==> config.mk <==
export PLATFORM = sky130hd
export DESIGN_NAME = max_unpool2d
export DESIGN_NICKNAME = d
export VERILOG_FILES = /design/src/rtl/max_unpool2d.sv
export SDC_FILE = /design/constraint.sdc
export NUM_CORES = 1
export LEC_CHECK = 0
export ABC_AREA = 0
export CORE_MARGIN = 2
export CORE_UTILIZATION = 55
export CTS_CLUSTER_SIZE = 24
export DETAILED_ROUTE_END_ITERATION = 8
export GPL_TIMING_DRIVEN = 1
export PLACE_DENSITY_LB_ADDON = 0.08
export SYNTH_ARGS = -nofsm -noshare
export SYNTH_HDL_FRONTEND = slang
export SYNTH_SLANG_ARGS = --single-unit
export TNS_END_PERCENT = 50
==> constraint.sdc <==
create_clock -name clk -period 4.6 [get_ports clk]
set_input_delay 1.15 -clock clk [delete_from_list [all_inputs] [get_ports clk]]
set_output_delay 1.15 -clock clk [all_outputs]
set_load 0.01 [all_outputs]
==> src/rtl/max_unpool2d.sv <==
// 2x2/stride-2 max-unpool (or nearest-replicate) with a single-row buffer.
// Input beats fill the top output row directly; the bottom row is replayed from the buffer.
module max_unpool2d #(
  parameter int unsigned DATA_W   = 32,
  parameter int unsigned CHANNELS = 16,
  parameter int unsigned IN_H     = 14,
  parameter int unsigned IN_W     = 14,
  parameter int unsigned MODE     = 0
) (
  input  logic              clk,
  input  logic              reset,
  input  logic              start,
  output logic              done,
  input  logic              in_valid,
  output logic              in_ready,
  input  logic [DATA_W-1:0] in_data,
  input  logic [1:0]        in_idx,
  output logic              out_valid,
  input  logic              out_ready,
  output logic [DATA_W-1:0] out_data,
  output logic              out_last
);

  localparam int unsigned FW   = (CHANNELS > 1) ? $clog2(CHANNELS) : 1;
  localparam int unsigned HW   = (IN_H > 1) ? $clog2(IN_H) : 1;
  localparam int unsigned BW   = (IN_W > 1) ? $clog2(IN_W) : 1;
  localparam int unsigned JW   = $clog2(IN_W + 1);
  localparam int unsigned ColW = $clog2(2 * IN_W);

  localparam logic [FW-1:0]   FLast   = FW'(CHANNELS - 1);
  localparam logic [HW-1:0]   ILast   = HW'(IN_H - 1);
  localparam logic [JW-1:0]   JFull   = JW'(IN_W);
  localparam logic [ColW-1:0] ColLast = ColW'(2 * IN_W - 1);

  typedef enum logic [1:0] {StIdle, StTop, StBot, StDone} state_e;

  state_e              state_q, state_d;
  logic [FW-1:0]       f_q, f_d;
  logic [HW-1:0]       i_q, i_d;
  logic [JW-1:0]       j_q, j_d;
  logic [ColW-1:0]     col_q, col_d;
  logic                hold_valid_q, hold_valid_d;
  logic [DATA_W-1:0]   hold_data_q, hold_data_d;
  logic [1:0]          hold_idx_q, hold_idx_d;

  logic [DATA_W-1:0]   buf_data_q [IN_W];
  logic [1:0]          buf_idx_q  [IN_W];

  logic                in_fire, out_fire;
  logic [BW-1:0]       wr_idx, rd_idx;

  assign in_fire  = in_valid && in_ready;
  assign out_fire = out_valid && out_ready;
  assign wr_idx   = j_q[BW-1:0];
  assign rd_idx   = BW'(col_q >> 1);

  // Outputs depend only on registered state, except in_ready which looks at out_ready.
  always_comb begin
    in_ready  = 1'b0;
    out_valid = 1'b0;
    out_data  = '0;
    out_last  = 1'b0;
    done      = 1'b0;
    unique case (state_q)
      StTop: begin
        // col_q[0] is the sub-column of the held pixel; a new pixel may enter on its last beat.
        in_ready  = (j_q != JFull) && (!hold_valid_q || (col_q[0] && out_ready));
        out_valid = hold_valid_q;
        if (hold_valid_q && (MODE == 1 || hold_idx_q == {1'b0, col_q[0]})) begin
          out_data = hold_data_q;
        end
      end
      StBot: begin
        out_valid = 1'b1;
        if (MODE == 1 || buf_idx_q[rd_idx] == {1'b1, col_q[0]}) begin
          out_data = buf_data_q[rd_idx];
        end
        out_last = (f_q == FLast) && (i_q == ILast) && (col_q == ColLast);
      end
      StDone: begin
        done = 1'b1;
      end
      default: ;
    endcase
  end

  always_comb begin
    state_d      = state_q;
    f_d          = f_q;
    i_d          = i_q;
    j_d          = j_q;
    col_d        = col_q;
    hold_valid_d = hold_valid_q;
    hold_data_d  = hold_data_q;
    hold_idx_d   = hold_idx_q;
    unique case (state_q)
      StIdle: begin
        if (start) begin
          state_d      = StTop;
          f_d          = '0;
          i_d          = '0;
          j_d          = '0;
          col_d        = '0;
          hold_valid_d = 1'b0;
        end
      end
      StTop: begin
        if (out_fire) begin
          col_d = col_q + ColW'(1);
          if (col_q[0]) hold_valid_d = 1'b0;
        end
        if (in_fire) begin
          hold_valid_d = 1'b1;
          hold_data_d  = in_data;
          hold_idx_d   = in_idx;
          j_d          = j_q + JW'(1);
        end
        if (out_fire && col_q == ColLast) begin
          state_d = StBot;
          col_d   = '0;
          j_d     = '0;
        end
      end
      StBot: begin
        if (out_fire) begin
          col_d = col_q + ColW'(1);
          if (col_q == ColLast) begin
            col_d = '0;
            if (i_q != ILast) begin
              i_d     = i_q + HW'(1);
              state_d = StTop;
            end else begin
              i_d = '0;
              if (f_q != FLast) begin
                f_d     = f_q + FW'(1);
                state_d = StTop;
              end else begin
                f_d     = '0;
                state_d = StDone;
              end
            end
          end
        end
      end
      StDone: begin
        state_d = StIdle;
      end
      default: state_d = StIdle;
    endcase
  end

  always_ff @(posedge clk) begin
    if (!reset) begin
      state_q      <= StIdle;
      f_q          <= '0;
      i_q          <= '0;
      j_q          <= '0;
      col_q        <= '0;
      hold_valid_q <= 1'b0;
      hold_data_q  <= '0;
      hold_idx_q   <= '0;
    end else begin
      state_q      <= state_d;
      f_q          <= f_d;
      i_q          <= i_d;
      j_q          <= j_d;
      col_q        <= col_d;
      hold_valid_q <= hold_valid_d;
      hold_data_q  <= hold_data_d;
      hold_idx_q   <= hold_idx_d;
    end
  end

  // Row buffer holds the top row's pixels for the bottom-row replay; contents need no reset.
  always_ff @(posedge clk) begin
    if (in_fire) begin
      buf_data_q[wr_idx] <= in_data;
      buf_idx_q[wr_idx]  <= in_idx;
    end
  end

endmodule
# [Word-level counts from Yosys, hierarchy flattened]
# Memory sizes are Yosys's and may differ from the RTL's. A register that Yosys moved wholly into a read port is not among the register bits.
# Index checks and enable logic that the tools add are counted.
[op_classes] addsub=4 n_eq_ne=20 muxes=44 reduce_logical=21
[ops] operator="$mux W32" count=2
[ops] operator="$pmux W32 S2" count=1
[ops] operator="$mux W4" count=14
[ops] operator="$mux W5" count=5
[ops] operator="$pmux W4 S2" count=3
[ops] operator="$reduce_and A4 Y1" count=4
[ops] operator="$pmux W5 S3" count=1
[ops] operator="$add A4 B1 Y4 const B" count=3
[ops] operator="$mux W2" count=6
[ops] operator="$ne A3 B3 Y1 const B" count=4
[ops] operator="$ne A4 B4 Y1 const B" count=3
[ops] operator="$ne A2 B2 Y1 const B" count=5
[ops] operator="$mux W1" count=9
[ops] operator="$eq A4 B4 Y1 const B" count=2
[ops] operator="$logic_and A1 B1 Y1" count=8
[ops] operator="$pmux W2 S4" count=1
[ops] operator="$add A5 B1 Y5 const B" count=1
[ops] operator="$eq A5 B5 Y1 const B" count=1
[ops] operator="$reduce_and A5 Y1" count=1
[ops] operator="$eq A2 B2 Y1 const B" count=2
[ops] operator="$pmux W1 S2" count=2
[ops] operator="$reduce_bool A2 Y1" count=2
[ops] operator="$reduce_and A3 Y1" count=1
[ops] operator="$reduce_bool A3 Y1" count=1
[ops] operator="7 further kinds" count=7
[word_totals] reg_bits=54 mem_bits_rw=476 elab_cells=99 memories=2
[memory_table] name="buf_data_q" depth=14 word_bits=32 rd=1 rd_ports_with_merged_regs=1 write_ports=1 line_no="46" text="logic [DATA_W-1:0] buf_data_q [IN_W];"
[memory_table] name="buf_idx_q" depth=14 word_bits=2 rd=1 rd_ports_with_merged_regs=1 write_ports=1 line_no="47" text="logic [1:0] buf_idx_q [IN_W];"

# [Logic depth before layout (Yosys ltp)]
[logic_depth] word_depth=8 mapped_depth=9

# [Least setup slack after synthesis]
# Ideal clock, no wire load.
[synth_timing] path_type="input port to flip-flop" startpoint="input out_ready" endpoint="memory buf_data_q[0][0], enable pin" arrival_ns=4.312 t_required_ns=4.132 slack_ns=-0.179 path_stages=5 cell_sequence="a21boi_1 > nor4b_4 > buf_2 > nand2_1 > nor3_1"
[synth_via] elab_chain_len=7
[synth_rtl] element="start: declaration" line_no="19" text="input logic out_ready,"
[synth_rtl] element="$logic_and A1 B1 Y1" line_no="67" text="in_ready = (j_q != JFull) && (!hold_valid_q || (col_q[0] && out_ready));"
[synth_rtl] element="$logic_or A1 B1 Y1" line_no="67"
[synth_rtl] element="$logic_and A1 B1 Y1" line_no="67"
[synth_rtl] element="$mux W1" line_no="64" text="unique case (state_q)"
[synth_rtl] element="$logic_and A1 B1 Y1" line_no="52" text="assign in_fire = in_valid && in_ready;"
[synth_rtl] element="$mux W1" line_no="176" text="if (in_fire) begin"
[synth_rtl] element="$mux W1 (not written as such)" line_no="177" text="buf_data_q[wr_idx] <= in_data;"
[synth_rtl] element="end: declaration" line_no="46"
# Every way passes these cells.

# [Final worst setup path]
[layout_timing] startpoint="register state_q[0]" endpoint="output out_data[29]"
[layout_via] elab_chain_len=2
[layout_rtl] element="start: declaration" line_no="37" text="state_e state_q, state_d;"
[layout_rtl] element="start signal: assignment" line_no="154" text="state_q <= StIdle;"
[layout_rtl] element="start signal: assignment" line_no="163" text="state_q <= state_d;"
[layout_rtl] element="$eq A2 B2 Y1 / $eq A2 B1 Y1 (equally long branches)" line_no="64"
[layout_rtl] element="$pmux W32 S2 (*)" line_no="64"
[layout_rtl] element="end: declaration" line_no="20" text="output logic [DATA_W-1:0] out_data,"
# Every way passes the cells marked *; elsewhere a longest branch is shown, timed or not.

==> metrics.cfg <==
[outcome]
status = completed

[finish]
fin_nets = 1388
fin_area_um2 = 25000
antenna-diode-count = 0
final_common_cell = edfxtp_1
fillers = 2730
syn2layout_area_growth_pct = 15.5
final_cell_mix = edfxtp_1 (476), nand2_1 (113), mux4_2 (97)
drive_gt1_frac = 0.256
stdcell_count = 1897

[clock_network]
cts_made_buffers = 54
worst_skew_pair.late_latency_ns = 0.59
htreeDepth = 2
cts.clk_slew.worst_paths_ns = 0.06
cts_root_buffer = clkbuf_16
tritoncts = built
postCtsHoldBufs = 0
ctsLongestPathBuffers = 3
cts.sinks = 534

[routing]
drt_iter0_markers = 841
drtPass1Iterations = 6
vias = 11600
drc_errors = 0
ant_nets = 0
via_per_inst = 6.11
wl_per_cell_um = 25.9
wl_um = 49200

[setup_path]
r2r-start = state_q[1]$_SDFFE_PN0P_
cp_cell_sequence = inv_1, ha_4, nand2_1, a311o_1, nor4_4, buf_4, buf_12, o21ai_2, o31ai_2, clkdlybuf4s50_1
path_class = register to output pin
critPathRequiredTime_ns = 3.45
crit_slowest_cell = clkdlybuf4s50_1
critPathTopFamily = buffers and inverters
reg2reg_slack_ns = 1.67
slowest_delay_ns = 0.58
rr_endpoint = buf_data_q[4][11]$_DFFE_PP_
critical_path_arrival_ns = 3.31
worstSetupEndpointType = output pin
worstRegToRegCells = 7
critPathMaxFanout = 15
worst-path-buf-inv = 4
start_kind = register

[global_routing]
first_global_vias = 11900
grt_start_max_net_pins = 43
antenna_found_initial = 0
grt.overflow.total = 0
grt_pass1_wl_um = 74600
gr-usage-all-layers = 0.248

[pwr]
power_density_nw_per_um2 = 444
power_w = 0.0111
leakagePower_nw = 7.81
max-vdd-ir-drop_mv = 0.309

[worst_hold_path]
worstHoldPathCells = 2
hold_path_end = hold_data_q[25]$_SDFFE_PN0P_
hold_path.class = register to register
hp-start = hold_data_q[25]$_SDFFE_PN0P_

[placement]
dpl_cell_area_um2 = 23200
place_inst = 1795
dp_hpwl_um = 28400
globalplace.congestion = 0.793
port_buffers = 74

[floorplan]
die_w_um = 202
design.core.area_um2 = 38700
fp.dieH_um = 202
row_count = 72
die-area_um2 = 40900
start_util = 0.558
io_pins = 75

[logic_synthesis]
avgSynthCellArea_um2 = 17.7
synthFlopType = edfxtp_1
netlist_area_um2 = 21600
syn_nets = 1275
seq_area_frac_synth = 0.716
synth_cells = 1223
synth-seq-cells = 534
yosysUniqueCellTypes = 62
synth_edf_count = 476
ys_warn_count = 0
async_reset_ff_frac = 0

[sta]
finalMaxSlewViolations = 0
rsz0062_at_grt = no
finalHoldViolCount = 0
max_freq_mhz = 224
finalCritPeriodShare = 0.969
skew_ns = 0.0107
slew_headroom = 0.517
tightest_slew_ns = 0.725
setup_viol = 0
period_needed_ns = 4.46

[run]
max_cap_violations = 0

cell families after synthesis:
group	Yosys count	synth area share
AO/OA/AOI/OAI	214	0.0720
multiplexers	171	0.137
buffers and inverters	88	0.0222
AND/OR/NAND/NOR	195	0.0420
flip-flops	534	0.716
adder cells (fa/ha/maj)	13	0.00753
XOR/XNOR	8	0.00324
synth_stat cells, drive strengths merged (2+ instances only):
library cell    n  area, um2
nor3            8       50.1
xnor2           7       61.3
inv            13       48.8
nor2b           4       25.0
o31ai          32        385
nand2         113        424
or3             3       18.8
a21oi          77        385
nand2b          7       43.8
a311oi          2       17.5
nand3          12       60.1
mux2           35        394
clkbuf         22       82.6
o21ai          44        333
ha             13        163
or2             2       12.5
mux2i          39        390
o22ai          35        219
a211o           2       17.5
a311o           2       20.0
nor3b           2       20.0
dfxtp          58       1160
buf            52        345
nand4           3       18.8
a2111oi         5       43.8
edfxtp        476      14300
nor2           28        105
nor4            2       27.5
mux4           97       2180
a211oi          2       20.0
and3            4       25.0
a21boi          4       30.0
worst reg2reg max path: cells and delay by family (launching register included):
family,cells,cell delay [ns]
adders and majority gates,1,0.30
buffers and inverters,3,0.66
DFF,1,0.34
and+or+nand+nor,3,1.28
worst max path at each step:
stage                                        from  slack [ns]  cells past startpoint                         end
after floorplan                         out_ready       -0.16                      5  buf_data_q[2][0]$_DFFE_PP_
after global placement                   register        0.56                      8                 out_data[5]
after detailed placement                 register        0.50                      8                 out_data[4]
after CTS                                register      0.0009                      9                out_data[13]
after global routing                     register        0.01                      9                out_data[25]
final                     state_q[0]$_SDFFE_PN0P_        0.14                     10                out_data[29]
routing by layer:
metal / part of all wire / global-route usage
met5: 0 / 0
met4: 0.023 / 0.0712
met3: 0.063 / 0.0345
met2: 0.49 / 0.406
met1: 0.42 / 0.355
power breakdown:
group / switching, W / total, W / internal (W)
logic: 0.000853 / 0.00143 / 0.000582
registers: 0.0000713 / 0.00547 / 0.00540
clock network: 0.00177 / 0.00418 / 0.00241
total: 0.00269 / 0.0111 / 0.00839
metrics by stage:
stage / worst slack [ns] / util / hold slack [ns] / setup TNS [ns]
after global placement: 0.558 / 0.599 / 0.443 / 0
after floorplan: -0.162 / - / 0.437 / -5.50
after global routing: 0.0135 / 0.644 / 0.473 / 0
after CTS: 0.000923 / 0.643 / 0.454 / 0
after detailed placement: 0.501 / 0.599 / 0.447 / 0
final: 0.143 / 0.644 / 0.455 / 0
area by class of cell:
type / count / area (um2) / share of cell area
Clock buffer: 79 / 1530 / 0.0612
Sequential cell: 534 / 15500 / 0.620
Clock inverter: 20 / 158 / 0.00632
Tap cell: 518 / 648 / 0.0260
Timing Repair Buffer: 131 / 1280 / 0.0515
Inverter: 14 / 52.6 / 0.00211
Multi-Input combinational cell: 601 / 5810 / 0.233
timing repair:
item                       CTS  global route
buffers inserted             1             2
resized for setup           23             9
pin swaps                    1             0
setup endpoints to repair   32            20
state kept, by name, indices dropped and copies added, names as in the netlist, named ones only:
name / count
j_q: 4
hold_valid_q: 1
buf_data_q: 448
state_q: 2
hold_idx_q: 2
buf_idx_q: 28
hold_data_q: 32
f_q: 4
col_q: 5
i_q: 4
Power figures use the tool's default switching activity.
